==> src/rtl/sync_detect.sv <==
// sync_detect: frame sync hunter with payload delivery and flywheel header checking.
module sync_detect #(
  parameter int WIDTH = 2,
  parameter logic [WIDTH-1:0] SYNC_SYM = 2'b11,
  parameter int SYNC_LEN = 3,
  parameter int FRAME_LEN = 8,
  parameter int MAX_MISS = 2,
  localparam int IW = $clog2(FRAME_LEN),
  localparam int MW = $clog2(MAX_MISS + 1)
) (
  input  logic             clk,
  input  logic             rst_n,
  input  logic [WIDTH-1:0] in,
  input  logic             en,
  output logic             locked,
  output logic             frame_start,
  output logic             data_valid,
  output logic [WIDTH-1:0] data_out,
  output logic [IW-1:0]    sym_idx,
  output logic [MW-1:0]    miss_cnt
);
  localparam int RW = SYNC_LEN > 1 ? $clog2(SYNC_LEN) : 1;
  typedef enum logic [1:0] {HUNT, PAYLOAD, CHECK} state_t;
  state_t state_q;
  logic [RW-1:0] run_q;
  logic [IW-1:0] pos_q, idx_q;
  logic [MW-1:0] miss_q;
  logic [WIDTH-1:0] dout_q;
  logic bad_q, locked_q, fs_q, dv_q;
  logic match, bad_d, run_last;
  logic [MW-1:0] miss_d;
  always_comb begin
    match = in == SYNC_SYM;
    bad_d = bad_q | ~match;
    run_last = run_q == RW'(SYNC_LEN - 1);
    miss_d = miss_q + 1'b1;
  end
  always_ff @(posedge clk) begin
    if (!rst_n) begin
      state_q <= HUNT;
      run_q <= '0;
      pos_q <= '0;
      idx_q <= '0;
      miss_q <= '0;
      dout_q <= '0;
      bad_q <= 1'b0;
      locked_q <= 1'b0;
      fs_q <= 1'b0;
      dv_q <= 1'b0;
    end else begin
      dv_q <= 1'b0;
      fs_q <= 1'b0;
      if (en) begin
        case (state_q)
          HUNT: begin
            run_q <= match && !run_last ? run_q + 1'b1 : '0;
            if (match && run_last) begin
              state_q <= PAYLOAD;
              locked_q <= 1'b1;
            end
          end
          PAYLOAD: begin
            dv_q <= 1'b1;
            fs_q <= pos_q == '0;
            dout_q <= in;
            idx_q <= pos_q;
            pos_q <= pos_q == IW'(FRAME_LEN - 1) ? '0 : pos_q + 1'b1;
            if (pos_q == IW'(FRAME_LEN - 1)) begin
              state_q <= CHECK;
              run_q <= '0;
              bad_q <= 1'b0;
            end
          end
          CHECK: begin
            run_q <= run_last ? '0 : run_q + 1'b1;
            bad_q <= run_last ? 1'b0 : bad_d;
            // header verdict lands on its last symbol; a miss reaching MAX_MISS drops lock
            if (run_last) begin
              state_q <= bad_d && miss_d == MW'(MAX_MISS) ? HUNT : PAYLOAD;
              locked_q <= !(bad_d && miss_d == MW'(MAX_MISS));
              miss_q <= bad_d && miss_d != MW'(MAX_MISS) ? miss_d : '0;
            end
          end
          default: state_q <= HUNT;
        endcase
      end
    end
  end
  assign locked = locked_q;
  assign frame_start = fs_q;
  assign data_valid = dv_q;
  assign data_out = dout_q;
  assign sym_idx = idx_q;
  assign miss_cnt = miss_q;
endmodule

==> config.mk <==
export PLATFORM = sky130hd
export DESIGN_NAME = sync_detect
export DESIGN_NICKNAME = d
export VERILOG_FILES = /design/src/rtl/sync_detect.sv
export SDC_FILE = /design/constraint.sdc
export NUM_CORES = 1
export LEC_CHECK = 0
export CORE_ASPECT_RATIO = 0.6
export CORE_MARGIN = 5
export CORE_UTILIZATION = 45
export DETAILED_ROUTE_END_ITERATION = 10
export PLACE_DENSITY = 0.69
export SLEW_MARGIN = 20
export SYNTH_ARGS = -nofsm -noshare
export SYNTH_HDL_FRONTEND = slang
export SYNTH_SLANG_ARGS = --single-unit
==> constraint.sdc <==
create_clock -name clk -period 2.4 [get_ports clk]
set_clock_uncertainty 0.1 [all_clocks]
set_input_delay 0.48 -clock clk [delete_from_list [all_inputs] [get_ports clk]]
set_output_delay 0.48 -clock clk [all_outputs]
set_load 0.02 [all_outputs]
Word-level counts from Yosys, hierarchy flattened:

Index checks and enable logic that the tools add are counted.

* reductions and logical operators: 19
* bitwise operators: 2
* add/sub/neg operators: 3
* equal/unequal tests: 10
* muxes and demuxes: 18

Operators by type and width (count)
* 2-to-1 mux 2 bit: 7
* one-hot mux 2 bit (3 select lines): 2
* AND reduction 3 bit: 4
* equality test 2 bit (second input constant): 4
* inequality test 2 bit (second input constant): 4
* AND reduction 4 bit: 2
* 2-to-1 mux 1 bit: 6
* adder 2 x 1 -> 2 bit (second input constant): 2
* logical AND 1 bit: 4
* one-hot mux 1 bit (2 select lines): 2
* AND reduction 2 bit: 2
* nonzero test 2 bit: 2
* adder 3 x 1 -> 3 bit (second input constant): 1
* equality test 3 bit (second input constant): 1
* zero test 3 bit: 1
* 2-to-1 mux 3 bit: 1
* nonzero test 3 bit: 1
* equality test 2 x 1 -> 1 bit (second input constant): 1
* zero test 1 bit: 2
* zero test 2 bit: 1
* NOT 1 bit: 1
* OR 1 bit: 1

* input port bits: 5
* bits in registers: 18
* logic and storage cells: 62
* output and inout bits: 10

Depth between registers and ports, before layout:

* depth in word-level cells: 7
* mapped depth: 6
* gate-level depth less buffers: 5

Worst setup path before layout:

OpenSTA, ideal clock, no wires.

* kind: register to register
* start: reg state_q[0]
* end: reg state_q[0]
* cell stages (with the launch flop): 7
* buffers on the path: 1
* data required time: 2.228 ns
* path slack: 0.785 ns
* arrival time: 1.443 ns
* path through: dfxtp_1 inv_1 ha_1 buf_4 and2b_1 a2111oi_4 mux2i_1

* longest elaborated chain between the ends: 3
* elaborated cells on any way between the ends: 8
* those cells by class: eq/ne (5); mux (1); reduce/logical (2)

Ends and longest elaborated chain
* start, declared: line 24 `state_t state_q;`
* start signal, assigned: line 79 `state_q <= bad_d && miss_d == MW'(MAX_MISS) ? HUNT : PAYLOAD;`
* equality test 2 x 1 -> 1 bit, or another cell as far along: line 54 `case (state_q)`
* inequality test 2 bit (no line)
* AND reduction 4 bit (no line)

Parallel ways exist; a longest one is shown, timed or not.
A chain may end at the register's enable or synchronous reset.

Final worst setup path:

* start: reg miss_q[0] (netlist: miss_cnt[0])
* end: out miss_cnt[0]

RTL lines
* start, declared: line 27 `logic [MW-1:0] miss_q;`
* start signal, assigned: line 81 `miss_q <= bad_d && miss_d != MW'(MAX_MISS) ? miss_d : '0;`
* end, declared: line 20 `output logic [MW-1:0] miss_cnt`

No word-level cell between the ends.

==> impl_metrics.tcl <==
set metrics [dict create \
    grt_pass1_vias 785 \
    drc 0 \
    design.final.nets 143 \
    critPathArrivalTime_ps 1290 \
    diodes 0 \
    max_stage_delay_ps 620 \
    worstSetupPathType "reg -> out" \
    cp_top_family "buffers and inverters" \
    startpoint "miss_cnt[0]" \
    drtAntennaViolNets 0 \
    r2r_cells 5 \
    post-route-period-util 0.779 \
    dieArea_um2 3220 \
    post_cts_buffers 0 \
    ys_seq_area_frac 0.370 \
    cts_hold_repair.buffers 0 \
    hold_path_class "reg -> reg" \
    numCtsBuffers 3 \
    async_reset_ff_frac 0 \
    gr-total-overflow 0 \
    cts-htree-levels 1 \
    clk_pin_slew_ps 90 \
    worstHoldStart "sym_idx[0]" \
    rows 13 \
    syn_nets 127 \
    cts_resized 0 \
    synth_area_leader_cell "dfxtp_1" \
    grt_max_degree 15 \
    grt_first_pass_wirelength_mm 3.55 \
    yosys.area.top_type_share 0.370 \
    gp_congestion 0.955 \
    cts_root_buffer "clkbuf_4" \
    drtIter0Drc 51 \
    max_freq_ghz 0.535 \
    cts_buffer_depth 2 \
    grtUsageTotal 0.146 \
    core_um2 2110 \
    critPathMaxFanout 4 \
    finalSetupViolCount 0 \
    yosysWarnings 0 \
    holdPathEnd "sym_idx[0]" \
    rsz0062_at_grt "no" \
    portBuffers 14 \
    syn-mean-instance-area_um2 8.77 \
    yosys-top-cells-area "dfxtp_1 37%, ha_1 14%, nand2_1 8.9%" \
    die-height_um 46.0 \
    synthCells 111 \
    worstHoldPathCells 2 \
    worst_skew_pair.late_latency_ps 290 \
    grt_busiest_layer "met2" \
    p_leak_nw 0.407 \
    cts_tree "built" \
    clock_sinks 18 \
    die_w_um 70.0 \
    ys_seq_elements 18 \
    slew_headroom 0.720 \
    r2r-end "state_q[0]" \
    end_kind "primary output" \
    vdd.ir_drop.worst_mv 0.270 \
    place_hpwl_mm 1.72 \
    r2r_slack_ps 570 \
    slowest_stage "clkdlybuf4s50_1" \
    vias_per_cell 5.21 \
    crit_required_ps 1820 \
    layout_min_cycle_time_ps 1870 \
    io_pins 15 \
    slew_violations 0 \
    drv_cap 0 \
    wl_mm 2.11 \
    antenna_found_initial 0 \
    wl_per_cell_um 13.6 \
    synth_edf_count 0 \
    pre_cts_slack_ps 307 \
    grt_use_met3 0.0617 \
    drive_gt1_frac 0.0560 \
    synthTopCellsByCount "23 x nand2_1, 18 x dfxtp_1, 11 x a21oi_1, 11 x ha_1, 9 x inv_1" \
    worst_pin_slew_ps 414 \
    worstSetupStartpointType "flip-flop" \
    firstDrtPassIters 4 \
    start_util 0.460 \
    syn_to_final_growth_pct 18.9 \
    path_buf_inv 1 \
    tns_ps 0 \
    grt_use_met1 0.180 \
    ys.flop_type "dfxtp_1" \
    synth_cell_type_count 29 \
    use_met2 0.240 \
    r2r-start "state_q[0]" \
    crit_chain "clkdlybuf4s50_1" \
    outcome "finished clean" \
    synth.most_common_cell "nand2_1" \
    powerDensity_nw_per_um2 435 \
    hold_ws_ps 360 \
    synth_area_um2 973 \
    worst_slack_ps 530 \
    num_vias 808 \
    fin_util 0.547 \
    hold_violations 0 \
]
## how the worst max path moves through the flow
stage,endpoint,cells after the start
3_5_place_dp,state_q[0],4
4_1_cts,miss_cnt[0],1
3_3_place_gp,state_q[0],4
2_1_floorplan,state_q[0],6
5_1_grt,run_q[0],5
6_report,miss_cnt[0],1
## metal layers
layer / part of all wire / routed length [µm]
met1: 0.47 / 985
met2: 0.47 / 984
met3: 0.059 / 124
met4: 0.0066 / 14
met5: 0 / 0
## final cells by class
cell class | instances | area (µm²)
fill | 212 | 957
multi-input combinational | 80 | 559
sequential | 18 | 360
timing repair buffer | 14 | 140
inverter | 10 | 37.5
tap | 30 | 37.5
clock buffer | 3 | 22.5
## metrics by stage
stage	std cells	instance area [µm²]	total power, mW
floorplan	111	973	0.345
global placement	152	1130	0.366
detailed placement	152	1130	0.367
CTS	155	1160	0.512
global route	155	1160	0.537
finish	155	1160	0.504
## kinds of logic (layout without fill, tap and decap cells)
kind of cell	count (synthesis)	after routing	synth area share
compound gates	21	21	0.150
fa+ha+maj	11	11	0.141
buf+inv	13	27	0.0553
flops	18	18	0.370
mux	5	5	0.0514
simple gates	43	43	0.231
## registers in the layout, indices dropped and copies added, names as in the netlist, 2 cells and up
register and flops:
data_out 2, miss_cnt 2, pos_q 3, run_q 2
state_q 2, sym_idx 3
## layout by cell type (no fill, tap or decap), types with 2 or more instances in the layout
master / n
nand2_1: 23
dfxtp_1: 18
clkdlybuf4s50_1: 14
a21oi_1: 11
ha_1: 11
inv_1: 9
mux2i_1: 5
nor2_1: 3
clkbuf_4: 3
and3b_1: 2
or4_1: 2
o21ai_0: 2
nand3_1: 2
nand2b_1: 2
nor2b_1: 2
a32oi_1: 2
a31oi_1: 2
a211oi_1: 2
## power by group
group          internal (mW)  switching [mW]  leakage, nW
registers              0.303         0.00359        0.145
clock network         0.0584          0.0849       0.0138
logic                 0.0223          0.0317        0.248
total                  0.384           0.120        0.407
(Power assumes the default switching activity.)
